## src/rtl/spi_pkg.sv

```systemverilog
// Shared constants for the mode-0 SPI responder: frame geometry,
// synchronizer depth and FSM state encoding.
package spi_pkg;

  localparam int FRAME_BITS_DEFAULT  = 40;
  localparam int SYNC_STAGES_DEFAULT = 2;

  localparam bit CPOL = 1'b0;
  localparam bit CPHA = 1'b0;

  typedef enum logic [1:0] {
    IDLE   = 2'd0,
    ACTIVE = 2'd1,
    DONE   = 2'd2
  } spi_state_e;

endpackage

```

## src/rtl/spi_pin_sync.sv

```systemverilog
// Multi-stage synchronizer for one external pin, with single-cycle
// rise/fall pulses taken from the last stage against a delayed copy.
module spi_pin_sync #(
  parameter int   STAGES  = 2,
  parameter logic RST_VAL = 1'b0
) (
  input  logic clk,
  input  logic rst,
  input  logic d_i,
  output logic q_o,
  output logic rise_o,
  output logic fall_o
);

  logic [STAGES-1:0] sync_q;
  logic              prev_q;

  always_ff @(posedge clk or posedge rst) begin
    if (rst) begin
      sync_q <= {STAGES{RST_VAL}};
      prev_q <= RST_VAL;
    end else begin
      sync_q <= {sync_q[STAGES-2:0], d_i};
      prev_q <= sync_q[STAGES-1];
    end
  end

  assign q_o    = sync_q[STAGES-1];
  assign rise_o = sync_q[STAGES-1] & ~prev_q;
  assign fall_o = ~sync_q[STAGES-1] & prev_q;

endmodule

```

## src/rtl/spi_slave_if.sv

```systemverilog
// SPI mode-0 responder running purely on clk; sck, cs and mosi are
// oversampled, so no logic is clocked by sck.
//
//   state  | meaning
//   IDLE   | deselected, miso tristated, sck ignored
//   ACTIVE | selected, shifting bits in on sck rise and out on sck fall
//   DONE   | full frame delivered; extra sck rises flag an overrun
module spi_slave_if
  import spi_pkg::*;
#(
  parameter int FRAME_BITS  = FRAME_BITS_DEFAULT,
  parameter int SYNC_STAGES = SYNC_STAGES_DEFAULT
) (
  input  logic                  clk,
  input  logic                  rst,
  input  logic                  sck,
  input  logic                  cs,
  input  logic                  mosi,
  output logic                  miso,
  output logic                  miso_oe,
  input  logic [FRAME_BITS-1:0] tx_bytes,
  output logic [FRAME_BITS-1:0] rx_bytes,
  output logic                  rx_valid,
  output logic                  frame_err,
  output logic                  busy
);

  localparam int             CW       = $clog2(FRAME_BITS + 1);
  localparam logic [CW-1:0]  CNT_FULL = CW'(FRAME_BITS);

  logic sck_rise, sck_fall, cs_rise, cs_fall, mosi_s;

  spi_pin_sync #(.STAGES(SYNC_STAGES), .RST_VAL(1'b0)) u_sync_sck (
    .clk(clk), .rst(rst), .d_i(sck), .q_o(), .rise_o(sck_rise), .fall_o(sck_fall)
  );

  spi_pin_sync #(.STAGES(SYNC_STAGES), .RST_VAL(1'b1)) u_sync_cs (
    .clk(clk), .rst(rst), .d_i(cs), .q_o(), .rise_o(cs_rise), .fall_o(cs_fall)
  );

  spi_pin_sync #(.STAGES(SYNC_STAGES), .RST_VAL(1'b0)) u_sync_mosi (
    .clk(clk), .rst(rst), .d_i(mosi), .q_o(mosi_s), .rise_o(), .fall_o()
  );

  spi_state_e            state_q;
  logic [CW-1:0]         cnt_q, cnt_d;
  logic                  ovr_q;
  logic [FRAME_BITS-1:0] tx_sr_q, rx_sr_q, rx_d, rx_bytes_q;
  logic                  miso_q, miso_oe_q, busy_q, rx_valid_q, frame_err_q;

  assign cnt_d = cnt_q + CW'(1);
  assign rx_d  = {rx_sr_q[FRAME_BITS-2:0], mosi_s};

  // cs detections are tested first so a coincident sck edge is dropped.
  always_ff @(posedge clk or posedge rst) begin
    if (rst) begin
      state_q     <= IDLE;
      cnt_q       <= '0;
      ovr_q       <= 1'b0;
      tx_sr_q     <= '0;
      rx_sr_q     <= '0;
      rx_bytes_q  <= '0;
      miso_q      <= 1'b0;
      miso_oe_q   <= 1'b0;
      busy_q      <= 1'b0;
      rx_valid_q  <= 1'b0;
      frame_err_q <= 1'b0;
    end else begin
      rx_valid_q  <= 1'b0;
      frame_err_q <= 1'b0;
      case (state_q)
        IDLE: begin
          if (cs_fall) begin
            tx_sr_q   <= tx_bytes;
            rx_sr_q   <= '0;
            miso_q    <= tx_bytes[FRAME_BITS-1];
            miso_oe_q <= 1'b1;
            busy_q    <= 1'b1;
            cnt_q     <= '0;
            state_q   <= ACTIVE;
          end
        end
        ACTIVE: begin
          if (cs_rise) begin
            frame_err_q <= 1'b1;
            miso_oe_q   <= 1'b0;
            busy_q      <= 1'b0;
            state_q     <= IDLE;
          end else if (sck_rise) begin
            rx_sr_q <= rx_d;
            cnt_q   <= cnt_d;
            if (cnt_d == CNT_FULL) begin
              rx_bytes_q <= rx_d;
              rx_valid_q <= 1'b1;
              state_q    <= DONE;
            end
          end else if (sck_fall && cnt_q != '0) begin
            tx_sr_q <= {tx_sr_q[FRAME_BITS-2:0], 1'b0};
            miso_q  <= tx_sr_q[FRAME_BITS-2];
          end
        end
        DONE: begin
          if (cs_rise) begin
            frame_err_q <= ovr_q;
            ovr_q       <= 1'b0;
            miso_oe_q   <= 1'b0;
            busy_q      <= 1'b0;
            state_q     <= IDLE;
          end else if (sck_rise) begin
            ovr_q <= 1'b1;
          end
        end
        default: state_q <= IDLE;
      endcase
    end
  end

  assign miso      = miso_q;
  assign miso_oe   = miso_oe_q;
  assign busy      = busy_q;
  assign rx_bytes  = rx_bytes_q;
  assign rx_valid  = rx_valid_q;
  assign frame_err = frame_err_q;

endmodule

```

## config.mk

```make
export PLATFORM = sky130hd
export DESIGN_NAME = spi_slave_if
export DESIGN_NICKNAME = d
export VERILOG_FILES = /design/src/rtl/spi_pkg.sv /design/src/rtl/spi_pin_sync.sv /design/src/rtl/spi_slave_if.sv
export SDC_FILE = /design/constraint.sdc
export NUM_CORES = 1
export LEC_CHECK = 0
export CORE_UTILIZATION = 55
export CTS_CLUSTER_SIZE = 28
export DETAILED_ROUTE_END_ITERATION = 10
export GPL_TIMING_DRIVEN = 0
export HOLD_SLACK_MARGIN = 0.12
export PLACE_DENSITY = 0.81
export SLEW_MARGIN = 20
export SYNTH_ARGS = -nofsm -noshare
export SYNTH_HDL_FRONTEND = slang
export SYNTH_SLANG_ARGS = --single-unit
export TNS_END_PERCENT = 30
```

## constraint.sdc

```tcl
create_clock -name clk -period 8.8 [get_ports clk]
set_input_delay 1.32 -clock clk [delete_from_list [all_inputs] [get_ports clk]]
set_output_delay 1.32 -clock clk [all_outputs]
set_load 0.03 [all_outputs]
```

==> metrics.csv <==
stage;metric;value;unit
run_status;status;completed;
pwr;pwr dens;259;nW/µm²
sta;clock skew;0.00597;ns
die;Die ar.;11000;µm²
synth;Netlist Area Pre-Place;5830;µm²
synth;Seq/Total Area, Yosys;59.8;%
setup_path;crit path cell chain;buf_4, clkdlybuf4s50_1;
clock_tree;Post-CTS Resized;0;
setup_path;critical path's slowest cell;clkdlybuf4s50_1;
synth;number of synthesized flops with an enable pin;0;
drt;Routed Antenna Nets;0;
drt;WL/cell;14.3;µm
drt;vias per cell;5.31;
clock_tree;H-Tree Depth;4;
final_layout;Multi-input gate area;2140;µm²
final_layout;Antenna Cells;0;
sta;RSZ-0062 raised after global routing;false;
die;Rows;37;
final_layout;Seq. cell area;3480;µm²
synth;Synth cell types;36;
final_layout;Filler cells;764;
grt;vias in the first global route;4170;
clock_tree;hold buffer count at CTS;0;
clock_tree;CTS Root Cell;clkbuf_8;
synth;Post-Syn Area per Cell;11.1;µm²
die;Starting Density;56.7;%
die;Core Box Area;10300;µm²
clock_tree;setup bufs post-CTS;0;
setup_path;delay of the slowest critical-path stage;0.65;ns
min_path;hold depth;0;
drt;1st-iter DRT viols;233;
synth;Synth Net Count;576;
final_layout;most frequent cells in the layout;136 x dfrtp_1, 89 x clkdlybuf4s50_1, 88 x nand2_1;
setup_path;WP data arrival;1.69;ns
sta;final setup TNS;0;ns
final_layout;Layout Nets;685;
grt;largest net degree at the start of global routing;88;
setup_path;critical path fanouts, max;4;
sta;Final min period;3.01;ns
drt;routed wire length;11.2;mm
sta;Tcrit/Tclk final;34.2;%
synth;cells after synthesis;525;
sta;slew margin rel.;53.2;%
sta;Final Setup Violations;0;
min_path;HP Class;reg -> reg;
clock_tree;Longest Clk Path Bufs;2;
synth;Yosys reg bits;139;
grt;Total GRT Usage;22.8;%
final_layout;commonest non-fill, non-tap cell in the layout;dfrtp_1;
setup_path;crit path capture type;output port;
pwr;Worst VDD drop;189;µV
drt;First-pass DRT Iterations;4;
clock_tree;CTS clk-pin slew, worst paths;0.06;ns
clock_tree;clk_lat worst skew;0.53;ns
clock_tree;TritonCTS Buffers;17;
setup_path;FF-to-FF setup slack;6.51;ns
pwr;Leakage Power;3.31;nW
sta;Worst Max-Slew Pin Slew;0.703;ns
sta;Final Max Slew Viols;0;
synth;Synth async-reset ratio;100;%
grt;number of antenna violations at the first check in global routing;0;
setup_path;CP Class;reg -> out;
setup_path;CP Launch Type;flop;
die;die width;105;µm
die;Die H;105;µm
synth;Yosys warning count;0;
setup_path;R2R depth;10;
sta;hold violation total from the final report;0;
job;max-cap violation count;0;
place;gpl congestion;0.830;
setup_path;Critical Path RT;7.48;ns
pwr;Tot Pwr;0.00193;W
sta;max frequency;333;MHz
grt;GR Overflow Total;0;
final_layout;Area growth syn-to-layout;27.5;%
place;Port Buf Inserts;89;
drt;# DRC;0;
drt;Vias;4147;
clock_tree;Clock Sinks;139;
place;DP HPWL;7.77;mm
synth;ys flop type;dfrtp_1;
grt;first-pass GRT wire length;19.3;mm
clock_tree;TritonCTS clock tree;built;
die;IO Count;90;
final_layout;layout cell share with drive strength beyond 1;14.0;%
[critical path: cells and delay by family (launching register included)]
kind | cells | cell delay, ns
buffers and inverters | 2 | 0.77
DFF | 1 | 0.39
[layout make-up]
class | instances | area share [%]
Tap cell | 136 | 2.29
Inverter | 8 | 0.505
Clock inverter | 2 | 0.135
Multi-Input combinational cell | 344 | 28.8
Clock buffer | 28 | 6.67
Buffer | 34 | 2.39
Sequential cell | 139 | 46.9
Timing Repair Buffer | 90 | 12.4
[synthesized netlist by cell type (2+ instances only)]
master    number  area (µm²)
buf_2         13        65.1
nand3_1        7        35.0
dfrtp_1      136        3400
nor2b_1        2        12.5
mux2_1         2        22.5
nand3b_1       2        15.0
clkbuf_1      15        56.3
mux2_2        39         439
nor2_1        43         161
a21oi_1       46         230
nand4_1        2        12.5
nand2b_1       3        18.8
inv_1          7        26.3
dfstp_2        3        78.8
o21ai_0       47         235
and2_1         3        18.8
mux2i_1       40         400
buf_6          4        45.0
ha_1           6        75.1
nand2_1       88         330
xnor2_1        2        17.5
[sequential cells by signal (all words and copies together) (netlist names), 2 cells and up]
signal,count
u_sync_mosi.sync_q,2
u_sync_sck.sync_q,2
cnt_q,6
state_q,2
tx_sr_q,39
u_sync_cs.sync_q,2
rx_sr_q,39
rx_bytes,40
[metrics by stage]
stage | instance area (µm²) | util [%] | instances | setup WS (ns) | hold slack (ns)
finish | 7430 | 72.3 | 781 | 5.79 | 0.340
floorplan | 5830 | - | 525 | 3.76 | 0.331
CTS | 7430 | 72.3 | 781 | 5.75 | 0.345
detailed placement | 6920 | 67.4 | 751 | 6.30 | 0.335
global route | 7430 | 72.3 | 781 | 5.73 | 0.346
global placement | 6890 | 67.0 | 750 | 2.03 | 0.335
[metal layers]
layer	part of all wire, %	vias to the layer above	global-route usage (%)	wire (µm)
met5	0	-	0	0
met4	2.0	0	10.6	226
met3	6.1	22	8.61	687
met2	50	123	37.4	5600
met1	42	2008	26.4	4670
li1	-	1994	-	-
[final timing paths]
path | start | end
max | busy | miso_oe
min | u_sync_sck.sync_q[0] | u_sync_sck.sync_q[1]
max reg2reg | state_q[1] | tx_sr_q[2]
min reg2reg | u_sync_sck.sync_q[0] | u_sync_sck.sync_q[1]
max in group asynchronous | rst | rx_sr_q[30]
min in group asynchronous | rst | u_sync_mosi.sync_q[0]
[power breakdown]
part / switching, W / internal [W] / total, W / leakage (nW)
combinational: 0.000317 / 0.000204 / 0.000521 / 1.29
sequential: 0.0000584 / 0.000737 / 0.000795 / 1.77
clock: 0.000238 / 0.000372 / 0.000610 / 0.249
total: 0.000614 / 0.00131 / 0.00193 / 3.31
[cells by family (layout without fill, tap and decap cells)]
| family | after synthesis | in the layout | share of synthesized area [%] |
|---|---|---|---|
| adders and majority gates | 6 | 6 | 1.29 |
| xor gates and xnor gates | 2 | 2 | 0.301 |
| buffers and inverters | 42 | 162 | 3.56 |
| AOI/OAI and AO/OA | 100 | 100 | 9.23 |
| DFF | 139 | 139 | 59.8 |
| muxes | 81 | 81 | 14.8 |
| and+or+nand+nor | 155 | 155 | 11.1 |
Note: power is estimated with default switching activity, not from simulation.
